## src/rtl/iob_axis2axi_in_sched.sv

```systemverilog
// iob_axis2axi_in_sched: descriptor-queued scheduler that feeds one {addr, len} buffer at a time to a stream-to-AXI write datapath.
// Define IOB_AXIS2AXI_IN_SCHED_IRQ_EN to add a sticky done interrupt (irq_clr_i / irq_o).
module iob_axis2axi_in_sched #(
  parameter int AXI_ADDR_W = 32,
  parameter int AXI_DATA_W = 32,
  parameter int LEN_W      = 16,
  parameter int DESC_W     = 2
) (
  input  logic                  clk_i,
  input  logic                  arst_n_i,
  input  logic                  desc_valid_i,
  output logic                  desc_ready_o,
  input  logic [AXI_ADDR_W-1:0] desc_addr_i,
  input  logic [LEN_W-1:0]      desc_len_i,
  input  logic                  s_axis_valid_i,
  output logic                  s_axis_ready_o,
  input  logic [AXI_DATA_W-1:0] s_axis_data_i,
  output logic                  m_axis_valid_o,
  input  logic                  m_axis_ready_i,
  output logic [AXI_DATA_W-1:0] m_axis_data_o,
  output logic                  config_in_valid_o,
  output logic [AXI_ADDR_W-1:0] config_in_addr_o,
  input  logic                  config_in_ready_i,
  output logic                  done_o,
  output logic                  busy_o,
`ifdef IOB_AXIS2AXI_IN_SCHED_IRQ_EN
  input  logic                  irq_clr_i,
  output logic                  irq_o,
`endif
  output logic [DESC_W:0]       desc_level_o
);
  typedef enum logic [1:0] {IDLE, CONFIG, STREAM, DRAIN} state_t;
  state_t                state;
  logic [AXI_ADDR_W-1:0] q_addr [2**DESC_W];
  logic [LEN_W-1:0]      q_len  [2**DESC_W];
  logic [DESC_W-1:0]     wr_ptr, rd_ptr;
  logic [AXI_ADDR_W-1:0] act_addr;
  logic [LEN_W-1:0]      act_len, cnt;
  logic                  drain_wait;
  logic                  push, pop, hs, in_stream;
  assign in_stream         = state == STREAM;
  // level only reaches 2**DESC_W when full, so its top bit is the full flag
  assign desc_ready_o      = ~desc_level_o[DESC_W];
  assign push              = desc_valid_i & desc_ready_o;
  // holding off the pop while done_o is high guarantees the IDLE cycle between descriptors
  assign pop               = state == IDLE & |desc_level_o & ~done_o;
  assign hs                = in_stream & s_axis_valid_i & m_axis_ready_i;
  assign m_axis_valid_o    = in_stream & s_axis_valid_i;
  assign s_axis_ready_o    = in_stream & m_axis_ready_i;
  assign m_axis_data_o     = in_stream ? s_axis_data_i : '0;
  assign config_in_valid_o = state == CONFIG & config_in_ready_i;
  assign config_in_addr_o  = act_addr & ~AXI_ADDR_W'(3);
  assign busy_o            = state != IDLE;
  always_ff @(posedge clk_i)
    if (push) begin
      q_addr[wr_ptr] <= desc_addr_i;
      q_len[wr_ptr]  <= desc_len_i;
    end
  always_ff @(posedge clk_i or negedge arst_n_i)
    if (!arst_n_i) begin
      wr_ptr       <= '0;
      rd_ptr       <= '0;
      desc_level_o <= '0;
    end else begin
      wr_ptr       <= wr_ptr + DESC_W'(push);
      rd_ptr       <= rd_ptr + DESC_W'(pop);
      desc_level_o <= desc_level_o + (DESC_W+1)'(push) - (DESC_W+1)'(pop);
    end
  always_ff @(posedge clk_i or negedge arst_n_i)
    if (!arst_n_i) begin
      state      <= IDLE;
      act_addr   <= '0;
      act_len    <= '0;
      cnt        <= '0;
      drain_wait <= 1'b0;
      done_o     <= 1'b0;
    end else begin
      done_o <= 1'b0;
      case (state)
        IDLE: if (pop) begin
          act_addr <= q_addr[rd_ptr];
          act_len  <= q_len[rd_ptr];
          cnt      <= '0;
          if (q_len[rd_ptr] == '0) done_o <= 1'b1;
          else state <= CONFIG;
        end
        CONFIG: if (config_in_ready_i) state <= STREAM;
        STREAM: if (hs) begin
          cnt <= cnt + LEN_W'(1);
          if (cnt + LEN_W'(1) == act_len) begin
            state      <= DRAIN;
            drain_wait <= 1'b0;
          end
        end
        DRAIN: if (!drain_wait) drain_wait <= 1'b1;
          else if (config_in_ready_i) begin
            state  <= IDLE;
            done_o <= 1'b1;
          end
        default: state <= IDLE;
      endcase
    end
`ifdef IOB_AXIS2AXI_IN_SCHED_IRQ_EN
  always_ff @(posedge clk_i or negedge arst_n_i)
    if (!arst_n_i) irq_o <= 1'b0;
    else irq_o <= done_o | (irq_o & ~irq_clr_i);
`endif
endmodule

```

## config.mk

```make
export PLATFORM = sky130hd
export DESIGN_NAME = iob_axis2axi_in_sched
export DESIGN_NICKNAME = d
export VERILOG_FILES = /design/src/rtl/iob_axis2axi_in_sched.sv
export SDC_FILE = /design/constraint.sdc
export NUM_CORES = 1
export LEC_CHECK = 0
export CAP_MARGIN = 15
export CORE_UTILIZATION = 45
export CTS_CLUSTER_DIAMETER = 150
export DETAILED_ROUTE_END_ITERATION = 10
export PLACE_DENSITY = 0.71
export SYNTH_ARGS = -nofsm -noshare
export SYNTH_HDL_FRONTEND = slang
export SYNTH_SLANG_ARGS = --single-unit
```

## constraint.sdc

```tcl
create_clock -name clk_i -period 4.2 [get_ports clk_i]
set_clock_uncertainty 0.05 [all_clocks]
set_input_delay 0.63 -clock clk_i [delete_from_list [all_inputs] [get_ports clk_i]]
set_output_delay 0.63 -clock clk_i [all_outputs]
set_load 0.01 [all_outputs]
```

==> impl_metrics.env <==
export IMPL_drv_slew=0
export IMPL_synth_cell_types=66
export IMPL_cap_violations=0
export IMPL_startpoint_type="flop"
export IMPL_top_layer="met4"
export IMPL_clk_pin_slew_ns=0.07
export IMPL_globalplace_congestion=0.815
export IMPL_period_minus_slack_ns=3.51
export IMPL_final_nets=887
export IMPL_worstHoldPathType="in -> async"
export IMPL_syn_area_um2=10700
export IMPL_p_int_w=0.00628
export IMPL_area_growth_pct=25.2
export IMPL_cts_root_buffer="clkbuf_16"
export IMPL_cts_htree_levels=1
export IMPL_vias_per_cell=5.45
export IMPL_peakVddDrop_mv=0.357
export IMPL_tightest_slew_ns=0.795
export IMPL_ys_async_sr_fraction=0.284
export IMPL_yosys_area_top_type="edfxtp_1"
export IMPL_hold_buffers=0
export IMPL_synth_top_area_share=0.514
export IMPL_cts_max_path_buffers=3
export IMPL_power_density_nw_per_um2=668
export IMPL_wl_met2_um=11000
export IMPL_grt_pass1_wl_um=34400
export IMPL_routed_wl_um=22100
export IMPL_dr_total_vias=6150
export IMPL_wl_per_cell_um=19.5
export IMPL_drc=0
export IMPL_core_um2=23500
export IMPL_rows=56
export IMPL_leakage_nw=4.64
export IMPL_drt_pass1_iterations=5
export IMPL_switching_share=0.301
export IMPL_finalCoreUtilization=0.573
export IMPL_yosys_warnings=0
export IMPL_r2r_setup_slack_ns=0.69
export IMPL_pwr_share_comb=0.348
export IMPL_crit_type="reg -> reg"
export IMPL_initial_core_util=0.458
export IMPL_r2r_end="drain_wait"
export IMPL_fmax_ghz=0.285
export IMPL_track_usage=0.184
export IMPL_synth_seq_area_share=0.684
export IMPL_p_sw_w=0.00270
export IMPL_synthFlopType="edfxtp_1"
export IMPL_worst_ep_arrival_time_ns=3.86
export IMPL_first_global_vias=6405
export IMPL_critPathCaptureType="flop"
export IMPL_fillers=1786
export IMPL_setup_viol=0
export IMPL_dieArea_um2=24500
export IMPL_layout_drive_gt1_share=0.195
export IMPL_numCtsBuffers=26
export IMPL_io_pins=159
export IMPL_overflow=0
export IMPL_cts_sinks=257
export IMPL_outcome="completed"
export IMPL_m1WireLength_um=9240
export IMPL_antenna_left=0
export IMPL_seq_power_share=0.413
export IMPL_post_cts_buffers=0
export IMPL_synth_cells=634
export IMPL_num_antenna_cells=0
export IMPL_tns_ns=0
export IMPL_ctsResizeCount=0
export IMPL_worst_r2r_cell_count=7
export IMPL_die_h_um=157
export IMPL_grt_antenna_before_repair=0
export IMPL_ys_ff_latch=257
export IMPL_r2r_start="cnt[0]"
export IMPL_synthTopCellsByArea="edfxtp_1, dfrtp_1, mux4_2"
export IMPL_grt_max_degree=54
export IMPL_synth_edff_count=184
export IMPL_finalHoldViolCount=0
export IMPL_rsz0062_at_grt="false"
export IMPL_portBuffers=154
export IMPL_final_cell_mix="edfxtp_1, clkdlybuf4s50_1, dfrtp_1"
export IMPL_die_x_um=157
export IMPL_cp_max_fo=11
export IMPL_drtIter0Drc=349
export IMPL_final_common_cell="edfxtp_1"
export IMPL_p_clk_frac=0.239
export IMPL_cts_tree="built"
export IMPL_clock_latency_ns=0.52
export IMPL_wl_met3_um=1560
export IMPL_slew_headroom=0.470
export IMPL_dp_hpwl_um=14500
export IMPL_fin_crit_sh=0.837
export IMPL_critPathRequiredTime_ns=4.55
export IMPL_avgSynthCellArea_um2=17.0
## sequential cells by signal, indices dropped and copies added (netlist names)
signal	count
q_addr	120
q_len	64
act_addr	30
act_len	16
cnt	16
desc_level_o	3
rd_ptr	2
state	2
wr_ptr	2
done_o	1
drain_wait	1
## power by group through the flow
stage | combinational [W] | clock (W) | sequential [W]
final | 0.00313 | 0.00215 | 0.00371
after global routing | 0.00340 | 0.00230 | 0.00379
after CTS | 0.00318 | 0.00221 | 0.00372
after detailed placement | 0.00315 | 0 | 0.00377
after floorplan | 0.00199 | 0 | 0.00366
after global placement | 0.00307 | 0 | 0.00373
## synthesized netlist by cell type (8+ instances only)
master    number
o21ai_0       21
nor2_1        16
o31ai_1        8
clkbuf_1      19
edfxtp_1     184
dfrtp_1       73
ha_1           9
nand2_1       19
and2_1        36
mux4_2        46
inv_1         13
xnor2_1       12
mux2_2        46
nand3_1        9
xor2_1         9
## routing by layer
metal	GRT usage	vias to the layer above
met5	0	-
met4	0.0387	0
met3	0.0402	21
met2	0.326	212
met1	0.232	3132
li1	-	2785
## through the flow
step / hold WS [ns] / instance area (µm²) / worst slack, ns / instances / total power [W]
floorplan: 0.284 / 10800 / 0.885 / 635 / 0.00565
global placement: 0.441 / 12700 / 0.870 / 1082 / 0.00679
detailed placement: 0.448 / 12700 / 0.782 / 1082 / 0.00692
CTS: 0.155 / 13500 / 0.758 / 1129 / 0.00911
global route: 0.181 / 13500 / 0.584 / 1129 / 0.00948
finish: 0.124 / 13500 / 0.686 / 1129 / 0.00898
## logic make-up (layout without fill, tap and decap cells)
family          after synthesis  count (layout)  share of synthesized area
flops                       257             257                      0.684
simple gates                136             136                     0.0735
mux                          92              92                      0.145
compound gates               65              65                     0.0411
buf+inv                      50             225                     0.0228
xor+xnor                     23              23                     0.0212
fa+ha+maj                    10              10                     0.0123
other cells                   1               2                   0.000349
## worst max-delay path, stage by stage (launching register included)
cell     delay, ns
dfrtp_1       0.47
ha_1          0.37
nand3_1       0.39
or4_1         0.65
xnor2_1       0.19
or4_1         0.55
or4_1         0.42
o311a_1       0.30
## layout make-up
type,instances,area [µm²],share of cell area
inverters,13,48.8,0.00363
repair buffers,165,1660,0.123
multi-input cells,328,3190,0.237
flip-flops and latches,257,7360,0.547
well taps,319,399,0.0297
clock buffers,36,729,0.0542
clock inverters,11,76.3,0.00567
## how the worst max path moves through the flow
stage / startpoint / to / slack, ns / depth (start not counted)
after floorplan: desc_valid_i / q_addr[2][10] / 0.88 / 4
after global placement: cnt[0] / drain_wait / 0.87 / 7
after detailed placement: cnt[0] / drain_wait / 0.78 / 7
after CTS: cnt[0] / drain_wait / 0.76 / 7
after global routing: cnt[0] / drain_wait / 0.58 / 7
final: cnt[0] / drain_wait / 0.69 / 7
Note: power is estimated with default switching activity, not from simulation.
